===== src/rtl/i2c_arbiter.sv =====
// Two-port arbiter in front of a single I2C master: captures one command per port,
// grants round-robin, and lets a locked owner keep the bus across multi-command transactions.
module i2c_arbiter #(
    parameter int HOLD_TO = 1024
) (
    input  logic       clk,
    input  logic       rst_n,
    input  logic       m0_req,
    input  logic       m1_req,
    input  logic       m0_lock,
    input  logic       m1_lock,
    input  logic [3:0] m0_cmd,
    input  logic [3:0] m1_cmd,
    input  logic [7:0] m0_wr_data,
    input  logic [7:0] m1_wr_data,
    output logic [7:0] m0_rd_data,
    output logic [7:0] m1_rd_data,
    output logic       m0_done,
    output logic       m1_done,
    output logic       req,
    output logic [3:0] cmd,
    output logic [7:0] wr_data,
    input  logic [7:0] rd_data,
    input  logic       done,
    output logic       owner,
    output logic       busy
);
    typedef enum logic [1:0] {S_IDLE, S_ISSUE, S_WAIT, S_HOLD} state_t;

    localparam logic [15:0] HOLD_LAST = 16'(HOLD_TO - 1);

    state_t      state_q, state_d;
    logic        owner_q, owner_d;
    logic [15:0] hold_cnt_q, hold_cnt_d;
    logic [3:0]  cmd_q;
    logic [7:0]  wr_data_q;

    logic        port_req  [2];
    logic        port_lock [2];
    logic [3:0]  port_cmd  [2];
    logic [7:0]  port_wd   [2];

    logic        pend_q    [2];
    logic        done_q    [2];
    logic [3:0]  cap_cmd_q [2];
    logic [7:0]  cap_wd_q  [2];
    logic [7:0]  rd_q      [2];

    assign port_req[0]  = m0_req;
    assign port_req[1]  = m1_req;
    assign port_lock[0] = m0_lock;
    assign port_lock[1] = m1_lock;
    assign port_cmd[0]  = m0_cmd;
    assign port_cmd[1]  = m1_cmd;
    assign port_wd[0]   = m0_wr_data;
    assign port_wd[1]   = m1_wr_data;

    generate
        for (genvar gi = 0; gi < 2; gi++) begin : g_port
            logic is_owner;
            logic resp_hit;

            assign is_owner = (owner_q == 1'(gi));
            assign resp_hit = (state_q == S_WAIT) && done && is_owner;

            // A fresh request in the issue cycle wins over the clear.
            always_ff @(posedge clk or negedge rst_n) begin
                if (!rst_n) begin
                    pend_q[gi]    <= 1'b0;
                    cap_cmd_q[gi] <= '0;
                    cap_wd_q[gi]  <= '0;
                    rd_q[gi]      <= '0;
                    done_q[gi]    <= 1'b0;
                end else begin
                    if (port_req[gi]) begin
                        pend_q[gi]    <= 1'b1;
                        cap_cmd_q[gi] <= port_cmd[gi];
                        cap_wd_q[gi]  <= port_wd[gi];
                    end else if ((state_q == S_ISSUE) && is_owner) begin
                        pend_q[gi] <= 1'b0;
                    end
                    done_q[gi] <= resp_hit;
                    if (resp_hit) begin
                        rd_q[gi] <= rd_data;
                    end
                end
            end
        end
    endgenerate

    always_comb begin
        state_d    = state_q;
        owner_d    = owner_q;
        hold_cnt_d = hold_cnt_q;
        case (state_q)
            S_IDLE: begin
                if (pend_q[0] && pend_q[1]) begin
                    owner_d = ~owner_q;
                    state_d = S_ISSUE;
                end else if (pend_q[0]) begin
                    owner_d = 1'b0;
                    state_d = S_ISSUE;
                end else if (pend_q[1]) begin
                    owner_d = 1'b1;
                    state_d = S_ISSUE;
                end
            end
            S_ISSUE: state_d = S_WAIT;
            S_WAIT: begin
                if (done) begin
                    state_d    = port_lock[owner_q] ? S_HOLD : S_IDLE;
                    hold_cnt_d = '0;
                end
            end
            S_HOLD: begin
                // Locked owner skips arbitration; the other port only accumulates pending.
                if (pend_q[owner_q]) begin
                    state_d = S_ISSUE;
                end else if (!port_lock[owner_q] || (hold_cnt_q == HOLD_LAST)) begin
                    state_d = S_IDLE;
                end else begin
                    hold_cnt_d = hold_cnt_q + 16'd1;
                end
            end
            default: state_d = S_IDLE;
        endcase
    end

    always_ff @(posedge clk or negedge rst_n) begin
        if (!rst_n) begin
            state_q    <= S_IDLE;
            owner_q    <= 1'b1;
            hold_cnt_q <= '0;
            cmd_q      <= '0;
            wr_data_q  <= '0;
        end else begin
            state_q    <= state_d;
            owner_q    <= owner_d;
            hold_cnt_q <= hold_cnt_d;
            if (state_d == S_ISSUE) begin
                cmd_q     <= cap_cmd_q[owner_d];
                wr_data_q <= cap_wd_q[owner_d];
            end
        end
    end

    assign req        = (state_q == S_ISSUE);
    assign cmd        = cmd_q;
    assign wr_data    = wr_data_q;
    assign owner      = owner_q;
    assign busy       = (state_q != S_IDLE);
    assign m0_rd_data = rd_q[0];
    assign m1_rd_data = rd_q[1];
    assign m0_done    = done_q[0];
    assign m1_done    = done_q[1];

endmodule


===== config.mk =====
export PLATFORM = sky130hd
export DESIGN_NAME = i2c_arbiter
export DESIGN_NICKNAME = d
export VERILOG_FILES = /design/src/rtl/i2c_arbiter.sv
export SDC_FILE = /design/constraint.sdc
export NUM_CORES = 1
export LEC_CHECK = 0
export ABC_AREA = 1
export CAP_MARGIN = 20
export CORE_MARGIN = 1
export CORE_UTILIZATION = 49
export CTS_BUF_LIST = sky130_fd_sc_hd__clkbuf_16
export DETAILED_ROUTE_END_ITERATION = 8
export MAX_ROUTING_LAYER = met4
export PLACE_DENSITY = 0.85
export SYNTH_ARGS = -nofsm -noshare
export SYNTH_HDL_FRONTEND = slang
export SYNTH_SLANG_ARGS = --single-unit

===== constraint.sdc =====
create_clock -name clk -period 4 [get_ports clk]
set_clock_uncertainty 0.15 [all_clocks]
set_input_delay 0.8 -clock clk [delete_from_list [all_inputs] [get_ports clk]]
set_output_delay 0.8 -clock clk [all_outputs]
set_load 0.01 [all_outputs]

==> results of run 1 <==
==> logic make-up (layout without fill, tap and decap cells) <==
logic type	count (synthesis)	in the layout	synth area share (%)
simple gates	211	211	26.0
xor+xnor	6	6	1.54
flops	75	75	55.1
fa+ha+maj	1	1	0.367
compound gates	63	63	9.69
buf+inv	60	134	7.30
==> worst max-delay path, delay by kind of cell (launching register included) <==
family	cells	cell delay, ns
buffers and inverters	2	0.56
flip-flops	1	0.43
AND/OR/NAND/NOR	1	0.26
==> registers in the layout, indices dropped and copies added (netlist names), 2 cells and up <==
signal,count
cap_cmd_q,8
wr_data,8
m1_rd_data,8
state_q,2
cap_wd_q,16
cmd,4
m0_rd_data,8
hold_cnt_q,16
pend_q,2
==> stage by stage <==
step | utilization (%) | instances | hold slack [ns] | instance area [µm²]
floorplan | - | 416 | 0.292 | 3410
global placement | 61.4 | 554 | 0.309 | 4150
detailed placement | 61.4 | 554 | 0.311 | 4150
CTS | 66.8 | 570 | 0.326 | 4510
global route | 66.8 | 570 | 0.351 | 4510
finish | 66.8 | 570 | 0.326 | 4510
==> how the worst max path moves through the flow <==
stage,startpoint,to,slack [ns],cells past startpoint
5_1_grt,hold_cnt_q[0]$_DFFE_PN0P_,wr_data[3]$_DFFE_PN0N_,1.43,10
3_5_place_dp,m0_lock,wr_data[4]$_DFFE_PN0N_,1.44,9
2_1_floorplan,m0_lock,cmd[0]$_DFFE_PN0N_,2.22,9
4_1_cts,state_q[1]$_DFF_PN0_,busy,1.49,3
6_report,state_q[1]$_DFF_PN0_,busy,1.48,3
3_3_place_gp,m1_lock,wr_data[2]$_DFFE_PN0N_,1.44,9
==> power by group through the flow <==
stage	registers [mW]	logic [mW]	clock network (mW)
finish	1.08	1.03	0.977
global route	1.10	1.15	1.03
CTS	1.08	1.03	0.987
detailed placement	1.09	1.03	0
global placement	1.09	1.00	0
floorplan	1.13	0.542	0
==> area by class of cell <==
| cell class | count | area share [%] |
|---|---|---|
| inverter | 47 | 3.91 |
| sequential | 75 | 41.6 |
| tap | 80 | 2.22 |
| multi-input combinational | 281 | 28.4 |
| timing repair buffer | 71 | 15.7 |
| clock buffer | 9 | 4.99 |
| clock inverter | 7 | 3.11 |
==> per-layer routing <==
metal  wire, µm  track usage (%)  share of wire [%]  vias up
li1           -                -                  -     1468
met1       3290             29.4                 44     1391
met2       3800             37.5                 51       74
met3        347             5.35                4.6        7
met4         85             9.09                1.1        0
met5          0                -                  0        -
==> layout by cell type, fill, tap and decap left out, drive strengths merged <==
| cell type | instances |
|---|---|
| clkinv | 2 |
| a31oi | 1 |
| dfstp | 1 |
| clkdlybuf4s50 | 70 |
| a21oi | 4 |
| bufinv | 4 |
| nand2 | 145 |
| buf | 1 |
| nor2 | 21 |
| xor2 | 6 |
| nand4 | 11 |
| dfrtp | 74 |
| a41oi | 1 |
| clkbuf | 9 |
| clkinvlp | 1 |
| nand3 | 27 |
| ha | 1 |
| nor3 | 4 |
| or2 | 1 |
| nand3b | 1 |
| inv | 47 |
| nor3b | 1 |
| o21ai | 57 |
==> impl_metrics.tcl, run 1 <==
set metrics [dict create \
    yosys.area.top_type "dfrtp_1" \
    finalSetupTns_ns 0 \
    grt_pass1_wl_um 12800 \
    crit_type "flop to primary output" \
    syn_nets 456 \
    required_ns 3.05 \
    wirelength_um 7520 \
    grt_pass1_vias 2779 \
    maxSlewHeadroom_pct 35.7 \
    synth_edf_count 0 \
    clk_pin_slew_ns 0.06 \
    drive_gt1_share_pct 5.51 \
    grt_overflow_total 0 \
    n_fill_cell 556 \
    max_freq_mhz 397 \
    hold_class "flop to flop" \
    start_util_pct 50.5 \
    final_net_count 525 \
    ant_nets 0 \
    power_frac_seq_pct 35.0 \
    dp_hpwl_um 5310 \
    cp.arrival_ns 1.57 \
    hold_path.startpoint "cap_wd_q[5]$_DFFE_PN0P_" \
    synthDistinctLibCells 28 \
    post_drt_wl_per_cell_um 13.2 \
    die_w_um 85.4 \
    p_sw_mw 1.02 \
    p_leak_nw 2.17 \
    layout_setup_ws_ns 1.48 \
    reg2reg_depth 10 \
    drv_cap 0 \
    port_buffers 71 \
    die_area_um2 7300 \
    ctsHtreeMaxLevel 3 \
    yosysMostFrequentCell "nand2_1" \
    cts_resized 0 \
    min_to "cap_wd_q[5]$_DFFE_PN0P_" \
    via_per_inst 5.16 \
    gp_congestion 0.915 \
    combPwrFrac_pct 33.3 \
    yosysWarnings 0 \
    timing.rr.start "hold_cnt_q[0]$_DFFE_PN0P_" \
    hold_path_depth 2 \
    root_buffer "clkbuf_16" \
    setup_violations 0 \
    cts_tree "built" \
    rsz0062_at_grt "false" \
    first_pass_iters 5 \
    area_growth_pct 32.3 \
    finalPower_mw 3.09 \
    cts_buffer_depth 2 \
    tightest_slew_ns 0.961 \
    chipHeight_um 85.4 \
    synth-main-ff-cell "dfrtp_1" \
    fin_crit_sh_pct 63.0 \
    track_usage_pct 23.5 \
    yosys-top-cells-count "nand2_1 (143), dfrtp_1 (74), o21ai_0 (51), inv_1 (44), nand3_1 (26)" \
    cts_setup_buffers 0 \
    synth_area_leaders "dfrtp_1 (54%), nand2_1 (16%), o21ai_0 (7.5%)" \
    clock_latency_ns 0.33 \
    multi_input_area_um2 1280 \
    grt_max_degree 76 \
    final-hold-violation-count 0 \
    cp_cell_sequence "nor2_2, inv_1, clkdlybuf4s50_1" \
    ios 72 \
    regArea_um2 1880 \
    post-route-min-period_ns 2.52 \
    status "finished clean" \
    syn_avg_cell_area_um2 8.20 \
    ys_async_sr_fraction_pct 100 \
    post-place-ws_ns 1.44 \
    cp_slowest_cell "clkdlybuf4s50_1" \
    max_stage_delay_ns 0.48 \
    crit_fanout 5 \
    num_rows 30 \
    drt_iter0_drc 225 \
    regToRegEndpoint "wr_data[6]$_DFFE_PN0N_" \
    antenna-diode-count 0 \
    synth-seq-cells 75 \
    antenna_found_initial 0 \
    core-area_um2 6760 \
    slew_viol_final 0 \
    cts_buffers 9 \
    ir_worst_vdd_mv 0.353 \
    vias 2940 \
    p_int_mw 2.07 \
    syn_area_um2 3410 \
    end_kind "primary output" \
    cts_sinks 75 \
    remaining_drc_errors 0 \
    hold_buffers 0 \
    r2r_slack_ns 1.70 \
    cp-start-kind "flop" \
    synth_top_area_share_pct 54.3 \
    yosysSeqAreaShare_pct 55.1 \
    power.share.switching_pct 33.1 \
    clkPwrFrac_pct 31.6 \
    power_density_nw_per_um2 684 \
    synthCells 416 \
]
Power figures use the tool's default switching activity.
==> inputs of run 2 (changes only) <==
- clock period: 4 -> 2.4 ns (I/O delays scaled with it)
==> run 2 against run 1 <==
  * Count of clock-buffer cells in the layout stayed put
  * Final cell count increased by 1.9%
  * Worst hold slack got worse by 0.0041 ns
  * Register-to-register slack lost 1.3 ns
  * Sequential power increased by 68%
  * First-iteration DRC count is 21% lower
  * Non-clock buffer count is 11 higher
  * Wire length fell by 1.0%
  * Clock power grew 20%
  * Cell area shrank 0.42%
  * Worst setup slack lost 1.3 ns
  * Die area did not move
==> impl_metrics.tcl, run 2 (synthesis gave the netlist of run 1 again) <==
set metrics [dict create \
    status "finished clean" \
    clock_latency_ns 0.32 \
    end_kind "primary output" \
    whs_ns 0.322 \
    post-route-min-period_ns 2.18 \
    grt_overflow_total 0 \
    p_int_mw 3.08 \
    place_inst 564 \
    first_pass_iters 4 \
    cts_setup_buffers 0 \
    power_frac_seq_pct 38.0 \
    drive_gt1_share_pct 6.99 \
    grt_pass1_wl_um 13000 \
    grt_max_degree 39 \
    post-place-ws_ns 0.259 \
    finalSetupTns_ns 0 \
    cts_sinks 75 \
    start_util_pct 50.5 \
    max_stage_delay_ns 0.48 \
    combPwrFrac_pct 37.5 \
    crit_type "flop to primary output" \
    die_w_um 85.4 \
    gp_congestion 0.886 \
    final-instance-count-excl-fill 581 \
    layout_common_cells "nand2_1 (143), dfrtp_1 (74), clkdlybuf4s50_1 (70)" \
    drt_iter0_drc 177 \
    power_density_nw_per_um2 1060 \
    ant_nets 0 \
    die_area_um2 7300 \
    cp.arrival_ns 1.55 \
    grt_pass1_vias 2868 \
    power.share.switching_pct 35.4 \
    setup_violations 0 \
    slew_viol_final 0 \
    finalPower_mw 4.76 \
    chipHeight_um 85.4 \
    cts_tree "built" \
    antenna_found_initial 0 \
    remaining_drc_errors 0 \
    final-hold-violation-count 0 \
    track_usage_pct 23.4 \
    required_ns 1.77 \
    hold_class "flop to flop" \
    via_per_inst 5.12 \
    n_fill_cell 550 \
    wirelength_um 7440 \
    final_net_count 536 \
    clkPwrFrac_pct 24.6 \
    cts_buffers 9 \
    maxSlewHeadroom_pct 67.7 \
    ctsHtreeMaxLevel 3 \
    max_freq_mhz 458 \
    dp_hpwl_um 5530 \
    area_growth_pct 31.7 \
    root_buffer "clkbuf_16" \
    cp-start-kind "flop" \
    fin_crit_sh_pct 91.0 \
    ir_worst_vdd_mv 0.648 \
    cp_slowest_cell "clkdlybuf4s50_1" \
    drv_cap 0 \
    p_sw_mw 1.68 \
    crit_fanout 5 \
    tightest_slew_ns 0.481 \
    clk_pin_slew_ns 0.06 \
    num_rows 30 \
    rsz0062_at_grt "false" \
    core-area_um2 6760 \
    layout_setup_ws_ns 0.217 \
    vias 2975 \
    r2r_slack_ns 0.38 \
    largestRegisters "cap_wd_q: 16 flops, hold_cnt_q: 16 flops" \
    post_drt_wl_per_cell_um 12.8 \
    cts_buffer_depth 2 \
    ios 72 \
    p_leak_nw 2.18 \
    final_common_cell "nand2_1" \
    cp_cell_sequence "nor2_2, inv_1, clkdlybuf4s50_1" \
    port_buffers 71 \
    antenna-diode-count 0 \
]
==> run 2: changes by cell type in the layout (fill, tap and decap cells not counted), sizes merged <==
cell         previous run  this run
buf                     1        11
bufinv                  4         0
clkinv                  2         4
clkinvlp                1         2
dlygate4sd3             0         1
inv                    47        48
==> run 2: power by group through the flow <==
stage          Combinational, mW  Sequential (mW)  Clock [mW]
6_report                    1.78             1.81        1.17
5_1_grt                     2.00             1.84        1.26
4_1_cts                     1.80             1.80        1.20
3_5_place_dp                1.79             1.83           0
3_3_place_gp                1.75             1.82           0
2_1_floorplan              0.903             1.89           0
==> run 2: worst max-delay path, delay by kind of cell, from the launching register on <==
kind	cells	cell delay, ns
buffers and inverters	2	0.55
DFF	1	0.43
and+or+nand+nor	1	0.26
==> run 2: cell type report <==
cell class / count / area, µm² / share of cell area, %
clock inverters: 7 / 36.3 / 0.808
repair buffers: 82 / 793 / 17.7
clock buffers: 9 / 225 / 5.01
well taps: 80 / 100 / 2.23
inverters: 47 / 176 / 3.93
multi-input cells: 281 / 1280 / 28.6
flip-flops and latches: 75 / 1880 / 41.8
==> run 2: worst paths after layout <==
path,cells after the start,to,start
min in group asynchronous,2,hold_cnt_q[15]$_DFFE_PN0P_,rst_n
min,2,wr_data[1]$_DFFE_PN0N_,wr_data[1]$_DFFE_PN0N_
min reg2reg,2,wr_data[1]$_DFFE_PN0N_,wr_data[1]$_DFFE_PN0N_
max in group asynchronous,3,wr_data[5]$_DFFE_PN0N_,rst_n
max reg2reg,11,wr_data[0]$_DFFE_PN0N_,hold_cnt_q[0]$_DFFE_PN0P_
max,3,busy,state_q[1]$_DFF_PN0_
==> run 2: stage by stage <==
step,utilization [%],area (µm²)
6_report,66.5,4490
5_1_grt,66.5,4490
4_1_cts,66.5,4490
3_5_place_dp,62.5,4220
3_3_place_gp,62.5,4220
2_1_floorplan,-,3410
==> run 2: timing repair <==
action                                 in CTS  in global routing
gates resized for setup                     0                  0
endpoints found under the hold margin      34                  0
hold buffers                                1                  0
==> run 2: per-layer routing <==
metal	global-route usage [%]	vias up	share of wire, %
met4	9.85	0	1.6
li1	-	1487	-
met1	30.4	1401	45
met3	3.89	10	3.5
met5	-	-	0
met2	36.7	77	50
==> inputs of run 3 (changes only) <==
- clock period: 2.4 -> 2.45 ns (I/O delays scaled with it)
==> run 3 against run 2 <==
  * Sequential power down 3%
  * Worst setup slack better by 0.029 ns
  * Global-route usage up 0.67 points
  * Critical path depth unchanged
  * First-iteration DRC count up 6.8%
  * Critical endpoint unchanged
  * Largest cell class unchanged
==> impl_metrics.tcl, run 3 (synthesis gave the netlist of run 1 again) <==
set metrics [dict create \
    cp-start-kind "flop" \
    gp_congestion 0.927 \
    final-instance-count-excl-fill 578 \
    ant_nets 0 \
    status "finished clean" \
    crit_type "flop to primary output" \
    final_net_count 533 \
    die_w_um 85.4 \
    p_int_mw 3.22 \
    finalSetupTns_ns 0 \
    p_sw_mw 1.69 \
    chipHeight_um 85.4 \
    cts_setup_buffers 0 \
    power_frac_seq_pct 35.9 \
    required_ns 1.81 \
    root_buffer "clkbuf_16" \
    placed_cell_area_um2 4210 \
    max_freq_mhz 454 \
    power_density_nw_per_um2 1090 \
    clkPwrFrac_pct 28.1 \
    largestRegisters "cap_wd_q: 16 flops, hold_cnt_q: 16 flops" \
    end_kind "primary output" \
    track_usage_pct 24.1 \
    antenna-diode-count 0 \
    final_common_cell "nand2_1" \
    final_util_pct 66.9 \
    post_drt_wl_per_cell_um 13.4 \
    slew_viol_final 0 \
    antenna_found_initial 0 \
    cts_sinks 75 \
    via_per_inst 5.16 \
    drive_gt1_share_pct 6.83 \
    hold_buffers 0 \
    fin_crit_sh_pct 89.9 \
    setup_violations 0 \
    cts_tree "built" \
    port_buffers 71 \
    clock_latency_ns 0.33 \
    ctsHtreeMaxLevel 3 \
    p_leak_nw 2.18 \
    core-area_um2 6760 \
    remaining_drc_errors 0 \
    die_area_um2 7300 \
    grt_overflow_total 0 \
    layout_setup_ws_ns 0.247 \
    grt_max_degree 49 \
    drt_iter0_drc 189 \
    final_area_um2 4520 \
    post-place-ws_ns 0.223 \
    rsz0062_at_grt "false" \
    whs_ns 0.0217 \
    maxSlewHeadroom_pct 60.1 \
    power.share.switching_pct 34.3 \
    start_util_pct 50.5 \
    clk_pin_slew_ns 0.06 \
    cts_resized 0 \
    final-hold-violation-count 0 \
    tightest_slew_ns 0.598 \
    drv_cap 0 \
    grt_pass1_vias 2970 \
    first_pass_iters 5 \
    ios 72 \
    area_growth_pct 32.7 \
    ir_worst_vdd_mv 0.545 \
    hold_class "input pin to asynchronous set/reset pin" \
    grt_pass1_wl_um 13400 \
    crit_fanout 5 \
    dp_hpwl_um 5530 \
    vias 2984 \
    layout_common_cells "nand2_1 (143), dfrtp_1 (74), clkdlybuf4s50_1 (70)" \
    wirelength_um 7740 \
    finalPower_mw 4.91 \
    place_inst 562 \
    cts_buffer_depth 2 \
    cp.arrival_ns 1.56 \
    combPwrFrac_pct 36.0 \
    cts_buffers 9 \
    post-route-min-period_ns 2.20 \
    num_rows 30 \
]
## run 3: changes by cell type in the layout (fill, tap and decap cells not counted), sizes merged
cell         change
clkinvlp         -1
dlygate4sd3      -1
bufinv           +2
buf              -2
inv              -1
## run 3: metal layers
metal,GRT usage [%],part of all wire [%],vias up
li1,-,-,1475
met1,29.3,43,1405
met2,39.1,51,82
met3,3.79,3.2,22
met4,12.3,2.8,0
met5,-,0,-
## run 3: area by class of cell
type                    instances  area [µm²]
multi-input cells             281        1280
fillers                       551        2230
clock inverters                 7        92.6
inverters                      47         176
repair buffers                 79         768
clock buffers                   9         225
flip-flops and latches         75        1880
well taps                      80         100
## run 3: critical path: stages, from the launching register on
cell and delay [ns]:
dfrtp_1 0.44, nor2_2 0.26, inv_1 0.06, clkdlybuf4s50_1 0.48
## run 3: power by group through the flow
stage          registers [mW]  logic [mW]  clock network (mW)
3_5_place_dp             1.78        1.76                   0
3_3_place_gp             1.77        1.71                   0
6_report                 1.76        1.77                1.38
4_1_cts                  1.76        1.78                1.41
5_1_grt                  1.80        1.98                1.45
2_1_floorplan            1.85       0.884                   0
## run 3: final timing paths
kind / startpoint / endpoint / slack [ns] / cells after the start
max: state_q[1]$_DFF_PN0_ / busy / 0.25 / 3
max in group asynchronous: rst_n / cap_cmd_q[0]$_DFFE_PN0P_ / 1.49 / 2
max reg2reg: hold_cnt_q[0]$_DFFE_PN0P_ / hold_cnt_q[14]$_DFFE_PN0P_ / 0.26 / 9
min in group clk: cap_wd_q[6]$_DFFE_PN0P_ / cap_wd_q[6]$_DFFE_PN0P_ / 0.32 / 2
min reg2reg: cap_wd_q[6]$_DFFE_PN0P_ / cap_wd_q[6]$_DFFE_PN0P_ / 0.32 / 2
min: rst_n / wr_data[4]$_DFFE_PN0N_ / 0.02 / 1
